File: config.mk
export PLATFORM = sky130hd
export DESIGN_NAME = csa_operand_collector
export DESIGN_NICKNAME = d
export VERILOG_FILES = /design/src/rtl/csa_operand_collector.sv
export SDC_FILE = /design/constraint.sdc
export NUM_CORES = 1
export LEC_CHECK = 0
export ABC_AREA = 1
export CORE_ASPECT_RATIO = 1.2
export CORE_MARGIN = 5
export CORE_UTILIZATION = 50
export CTS_CLUSTER_DIAMETER = 80
export DETAILED_ROUTE_END_ITERATION = 16
export PLACE_DENSITY_LB_ADDON = 0.08
export SLEW_MARGIN = 20
export SYNTH_ARGS = -nofsm -noshare
export SYNTH_HDL_FRONTEND = slang
export SYNTH_SLANG_ARGS = --single-unit
File: constraint.sdc
create_clock -name clk -period 3.5 [get_ports clk]
set_clock_uncertainty 0.15 [all_clocks]
set_input_delay 0.7 -clock clk [delete_from_list [all_inputs] [get_ports clk]]
set_output_delay 0.7 -clock clk [all_outputs]
set_load 0.01 [all_outputs]
File: src/rtl/csa_operand_collector.sv
// Operand collector and result capture wrapped around the M-operand CSA.
// Optional self-check accumulator and chk_err port: define CSA_COLLECT_CHECK_EN.
module csa_operand_collector #(
   parameter int M = 8,
   parameter int N = 4
) (
   input  logic                     clk,
   input  logic                     rst_n,
   input  logic                     in_valid,
   output logic                     in_ready,
   input  logic [N-1:0]             in_data,
   input  logic                     in_last,
   output logic [M*N-1:0]           csa_ops,
   input  logic [N+M-3:0]           csa_sum,
   input  logic                     csa_cout,
   output logic                     res_valid,
   input  logic                     res_ready,
   output logic [N+M-2:0]           res_data,
   output logic [$clog2(M+1)-1:0]   res_count
`ifdef CSA_COLLECT_CHECK_EN
   ,
   output logic                     chk_err
`endif
);

   localparam int RW = N + M - 1;
   localparam int CW = $clog2(M + 1);
   localparam int IW = $clog2(M);

   typedef enum logic [1:0] {
      COLLECT,
      SETTLE,
      HOLD
   } state_t;

   state_t          state;
   logic [IW-1:0]   idx;
   logic [CW-1:0]   cnt;
   logic [M*N-1:0]  ops;
   logic            hs;
   logic            grp_end;

   assign hs      = in_valid & in_ready;
   assign grp_end = in_last | (idx == IW'(M - 1));
   assign csa_ops = ops;

   always_ff @(posedge clk) begin
      if (!rst_n) begin
         state     <= COLLECT;
         idx       <= '0;
         cnt       <= '0;
         ops       <= '0;
         in_ready  <= 1'b1;
         res_valid <= 1'b0;
         res_data  <= '0;
         res_count <= '0;
      end else begin
         unique case (state)
            COLLECT: begin
               if (hs) begin
                  // An early in_last zero-fills every slot above the last one
                  for (int k = 0; k < M; k++) begin
                     if (k == int'(idx))
                        ops[k*N +: N] <= in_data;
                     else if (in_last && k > int'(idx))
                        ops[k*N +: N] <= '0;
                  end
                  idx <= idx + IW'(1);
                  if (grp_end) begin
                     cnt      <= CW'(idx) + CW'(1);
                     in_ready <= 1'b0;
                     state    <= SETTLE;
                  end
               end
            end
            SETTLE: begin
               res_data  <= {csa_cout, csa_sum};
               res_count <= cnt;
               res_valid <= 1'b1;
               state     <= HOLD;
            end
            HOLD: begin
               if (res_ready) begin
                  res_valid <= 1'b0;
                  idx       <= '0;
                  ops       <= '0;
                  in_ready  <= 1'b1;
                  state     <= COLLECT;
               end
            end
            default: begin
               state    <= COLLECT;
               in_ready <= 1'b1;
            end
         endcase
      end
   end

`ifdef CSA_COLLECT_CHECK_EN
   logic [RW-1:0] acc;

   // Reference sum built from the accepted stream, independent of csa_ops
   always_ff @(posedge clk) begin
      if (!rst_n) begin
         acc     <= '0;
         chk_err <= 1'b0;
      end else begin
         if (state == COLLECT && hs)
            acc <= acc + RW'(in_data);
         else if (state == HOLD && res_ready)
            acc <= '0;
         if (state == SETTLE && acc != {csa_cout, csa_sum}) begin
            chk_err <= 1'b1;
`ifndef SYNTHESIS
            $error("csa_operand_collector: adder result %0d, expected %0d",
                   {csa_cout, csa_sum}, acc);
`endif
         end
      end
   end
`endif

endmodule

* Yosys cells after proc, flatten, opt, wreduce, memory -nomap -nowiden
Cells that the tools add are included.
Storage, ports and cells: register bits after elaboration 58, input port bits 20, output and inout port bits 49, word-level logic and storage cells 103
Cells by class: add/sub/neg operators 2, magnitude comparators 7, equality and inequality tests 21, mux-type cells 31, bitwise gates (word level) 3, reductions and logical operators 24
Operator list (count):
- $mux W32 | 2
- $pmux W32 S2 | 1
- $mux W4 | 15
- $reduce_and A4 Y1 | 9
- $ne A3 B3 Y1 const B | 7
- $eq A3 B3 Y1 const A | 4
- $gt A3 B3 Y1 const A | 4
- $reduce_and A3 Y1 | 3
- $ne A2 B2 Y1 const B | 4
- $logic_and A1 B1 Y1 | 7
- $eq A2 B3 Y1 const A | 2
- $gt A2 B3 Y1 const A | 2
- $mux W2 | 3
- $mux W3 | 2
- $pmux W2 S3 | 1
- $pmux W3 S2 | 1
- $add A3 B1 Y4 const B | 1
- $mux W1 | 4
- $reduce_bool A2 Y1 | 2
- $add A3 B1 Y3 const B | 1
- $eq A1 B3 Y1 const A | 1
- $eq A3 B3 Y1 const B | 1
- $gt A1 B3 Y1 const A | 1
- $logic_not A3 Y1 | 1
- 9 further kinds | 9

* Logic depth before layout (Yosys ltp)
word-level depth 6, mapped depth 9, gate-level depth less buffers 9

* Least setup slack after synthesis
OpenSTA, ideal clock, no wires.
path kind input to register, start input rst_n, end register ops[10], in the netlist csa_ops[10], library setup time 0.132 ns, arrival 1.369 ns, data required time 3.218 ns, slack 1.849 ns, cell stages on the path 4, buffers on the path 2, cell sequence inv_1 clkbuf_1 clkbuf_1 a21oi_1
RTL lines:
- start: declaration | line 8 | input logic rst_n,
- end signal: indexed assignment | line 64 | ops[k*N +: N] <= in_data;
- end: declaration | line 39 | logic [M*N-1:0] ops;
No word-level cell between the ends.

* Worst setup path after layout
start input in_valid, end register ops[13], in the netlist csa_ops[13]
On the way: longest elaborated chain between the ends 3
Ends and longest elaborated chain:
- start: declaration | line 9 | input logic in_valid,
- $and A1 B1 Y1 | line 43 | assign hs = in_valid & in_ready;
- $ne A2 B2 Y1 (no source line)
- $reduce_and A4 Y1 (no source line)
No other way between the ends. A chain may end at the register's enable or synchronous reset.

==> out/results.tsv <==
stage	metric	value	unit
worst_setup_path	crit_chain	clkdlybuf4s50_1 -> nand2_1 -> nor2_2 -> nand3_1 -> a21oi_1	
sta	max_freq	463	MHz
floorplan	die_x	72.4	um
grt	antenna_found_initial	0	
grt	grt_pass1_vias	2127	
power	peakVddDrop	0.360	mV
floorplan	die_h	84.9	um
clock_network	cts_tree	built	
clock_network	cts_setup_buffers	0	
final_layout	antennaDiodeCount	0	
clock_network	cts_hold_buf	0	
worst_setup_path	max_stage_delay	670	ps
floorplan	core-area	4560	um^2
logic_synthesis	syn_nets	339	
route	vias	2247	
sta	rsz0062_at_grt	no	
grt	track_usage	0.206	
worst_setup_path	critical_path_peak_fanout	23	
placement	place.gp.congestion	0.820	
job	drv_cap	0	
logic_synthesis	yosysUniqueCellTypes	18	
worst_setup_path	r2r_cells	7	
placement	post-dp-hpwl	4110	um
sta	setup_viol	0	
route	wire_per_inst	13.2	um
worst_setup_path	timing.rr.start	idx[0]	
route	wl	5890	um
worst_setup_path	critPathTopFamily	simple AND/OR/NAND/NOR gates	
final_layout	layout_common_cells	nand2_1 (70), clkdlybuf4s50_1 (68), dfxtp_1 (58), a21oi_1 (43), nor2_1 (41)	
clock_network	clk_path_buf_depth	2	
final_layout	fill_cells	388	
min_path	hold_path.startpoint	csa_ops[11]	
run_status	status	finished clean	
power	pwr_density_cell	477	nW/um^2
sta	maxSlewViolCount	0	
worst_setup_path	crit_path_start_kind	input pin	
worst_setup_path	cp-end-kind	flip-flop	
placement	placed_cell_area	3060	um^2
grt	grt_overflow_total	0	
min_path	whs_path_depth	2	
worst_setup_path	crit_required	3610	ps
grt	grt_max_degree	40	
logic_synthesis	syn_avg_cell_area	7.46	um^2
placement	dp_cells	430	
final_layout	areaGrowthSynthToFinish	40.1	%
route	drc	0	
final_layout	drive_above_1_share	0.0722	
sta	hold_viol	0	
grt	grt_pass1_wl	9800	um
worst_setup_path	cp_num_buf_inv	1	
clock_network	cts_htree_levels	3	
clock_network	cts_buffers	9	
route	ant_nets	0	
worst_setup_path	critPathKind	input pin to flip-flop	
worst_setup_path	rrSetupSlack	1610	ps
logic_synthesis	yosysSeqAreaShare	0.497	
min_path	holdPathEnd	csa_ops[11]	
clock_network	cts-root-buf	clkbuf_8	
final_layout	layout.cells.non_filler	446	
clock_network	clock_latency	330	ps
placement	place.port_buffers	68	
worst_setup_path	r2r_end	cnt[1]	
min_path	hold_path_class	flip-flop to flip-flop	
floorplan	initial_core_util	0.512	
power	power_leakage	1.30	nW
logic_synthesis	synth-warning-count	0	
final_layout	final_nets	409	
clock_network	clock-sinks	58	
route	vias_per_cell	5.04	
worst_setup_path	worstPathArrival	2270	ps
clock_network	cts.reportedPaths.clkPinSlew	60	ps
worst_setup_path	critPathSlowestCell	nor2_2	
floorplan	io_pins	69	
logic_synthesis	netlist_area	2340	um^2
route	first_pass_iters	4	
logic_synthesis	synth_cells	313	
sta	tightest_slew	848	ps
final_layout	final_common_cell	nand2_1	
floorplan	rows	27	
route	drt-initial-drc-count	130	
sta	fin_crit_sh	0.617	
sta	fin_crit	2160	ps
clock_network	cts_resized	0	
logic_synthesis	synth-seq-cells	58	
sta	tns	0	ps
final_layout	design_area	3270	um^2
sta	max_slew_margin	0.434	
floorplan	die_area	6140	um^2
==> logic make-up (layout without fill, tap and decap cells) <==
logic type	Yosys count	in the layout	synth area share
and+or+nand+nor	152	152	0.277
AOI/OAI and AO/OA	63	63	0.135
DFF	58	58	0.497
buffers and inverters	34	109	0.0589
adders and majority gates	6	6	0.0321
==> how the worst max path moves through the flow <==
stage             start          end  slack [ps]  cells after the start
3_3_place_gp   in_valid  csa_ops[28]        1050                      5
6_report       in_valid  csa_ops[13]        1340                      5
3_5_place_dp   in_valid  csa_ops[28]        1000                      5
5_1_grt        in_valid  csa_ops[12]        1210                      5
2_1_floorplan     rst_n  csa_ops[10]        1850                      4
4_1_cts        in_valid  csa_ops[13]        1350                      5
==> stage by stage <==
stage	power [mW]	hold slack, ps	setup slack, ps	utilization
after global routing	1.64	330	1210	0.718
final	1.56	309	1340	0.718
after detailed placement	0.917	303	999	0.670
after floorplan	0.830	280	1850	-
after CTS	1.57	312	1350	0.718
after global placement	0.914	298	1050	0.670
==> Yosys cell counts (all sizes together) <==
| cell type | number | area (um^2) |
|---|---|---|
| nand2 | 73 | 282 |
| dfxtp | 58 | 1160 |
| nor2 | 46 | 195 |
| a21oi | 43 | 215 |
| nand3 | 30 | 150 |
| inv | 22 | 82.6 |
| o21ai | 20 | 100 |
| buf | 6 | 32.5 |
| clkbuf | 6 | 22.5 |
| ha | 6 | 75.1 |
| nand3b | 1 | 7.51 |
| nand4 | 1 | 6.26 |
| or2 | 1 | 6.26 |
==> sequential cells by signal, indices dropped and copies added (netlist names) <==
name and flops:
in_ready 1, res_count 4, idx 3, cnt 4, state 2, csa_ops 32
res_data 11, res_valid 1
==> cell type report <==
class | count | area, um^2 | share of cell area
clock inverters | 1 | 30.0 | 0.00917
inverters | 22 | 82.6 | 0.0252
repair buffers | 71 | 703 | 0.215
clock buffers | 15 | 186 | 0.0570
flip-flops and latches | 58 | 1160 | 0.355
multi-input cells | 221 | 1040 | 0.317
well taps | 58 | 72.6 | 0.0222
==> per-layer routing <==
layer | track usage | wire (um) | vias up
met5 | 0 | 0 | -
met3 | 0.0900 | 459 | 6
li1 | - | - | 1151
met2 | 0.347 | 2960 | 70
met4 | 0.0705 | 79 | 0
met1 | 0.230 | 2390 | 1020
==> worst reg2reg max path, stage by stage (launching register included) <==
cell and delay (ps):
dfxtp_1 510, ha_1 230, ha_1 250, nor2_1 100, nor2_2 210, inv_1 110
o21ai_0 160, a21oi_1 60
==> report_power, final <==
| part | total, mW | internal [mW] | switching (mW) |
|---|---|---|---|
| Sequential | 0.703 | 0.685 | 0.0181 |
| Combinational | 0.200 | 0.0841 | 0.116 |
| Clock | 0.657 | 0.408 | 0.249 |
| Total | 1.56 | 1.18 | 0.383 |
No activity file was read; power rests on OpenSTA's default activity.
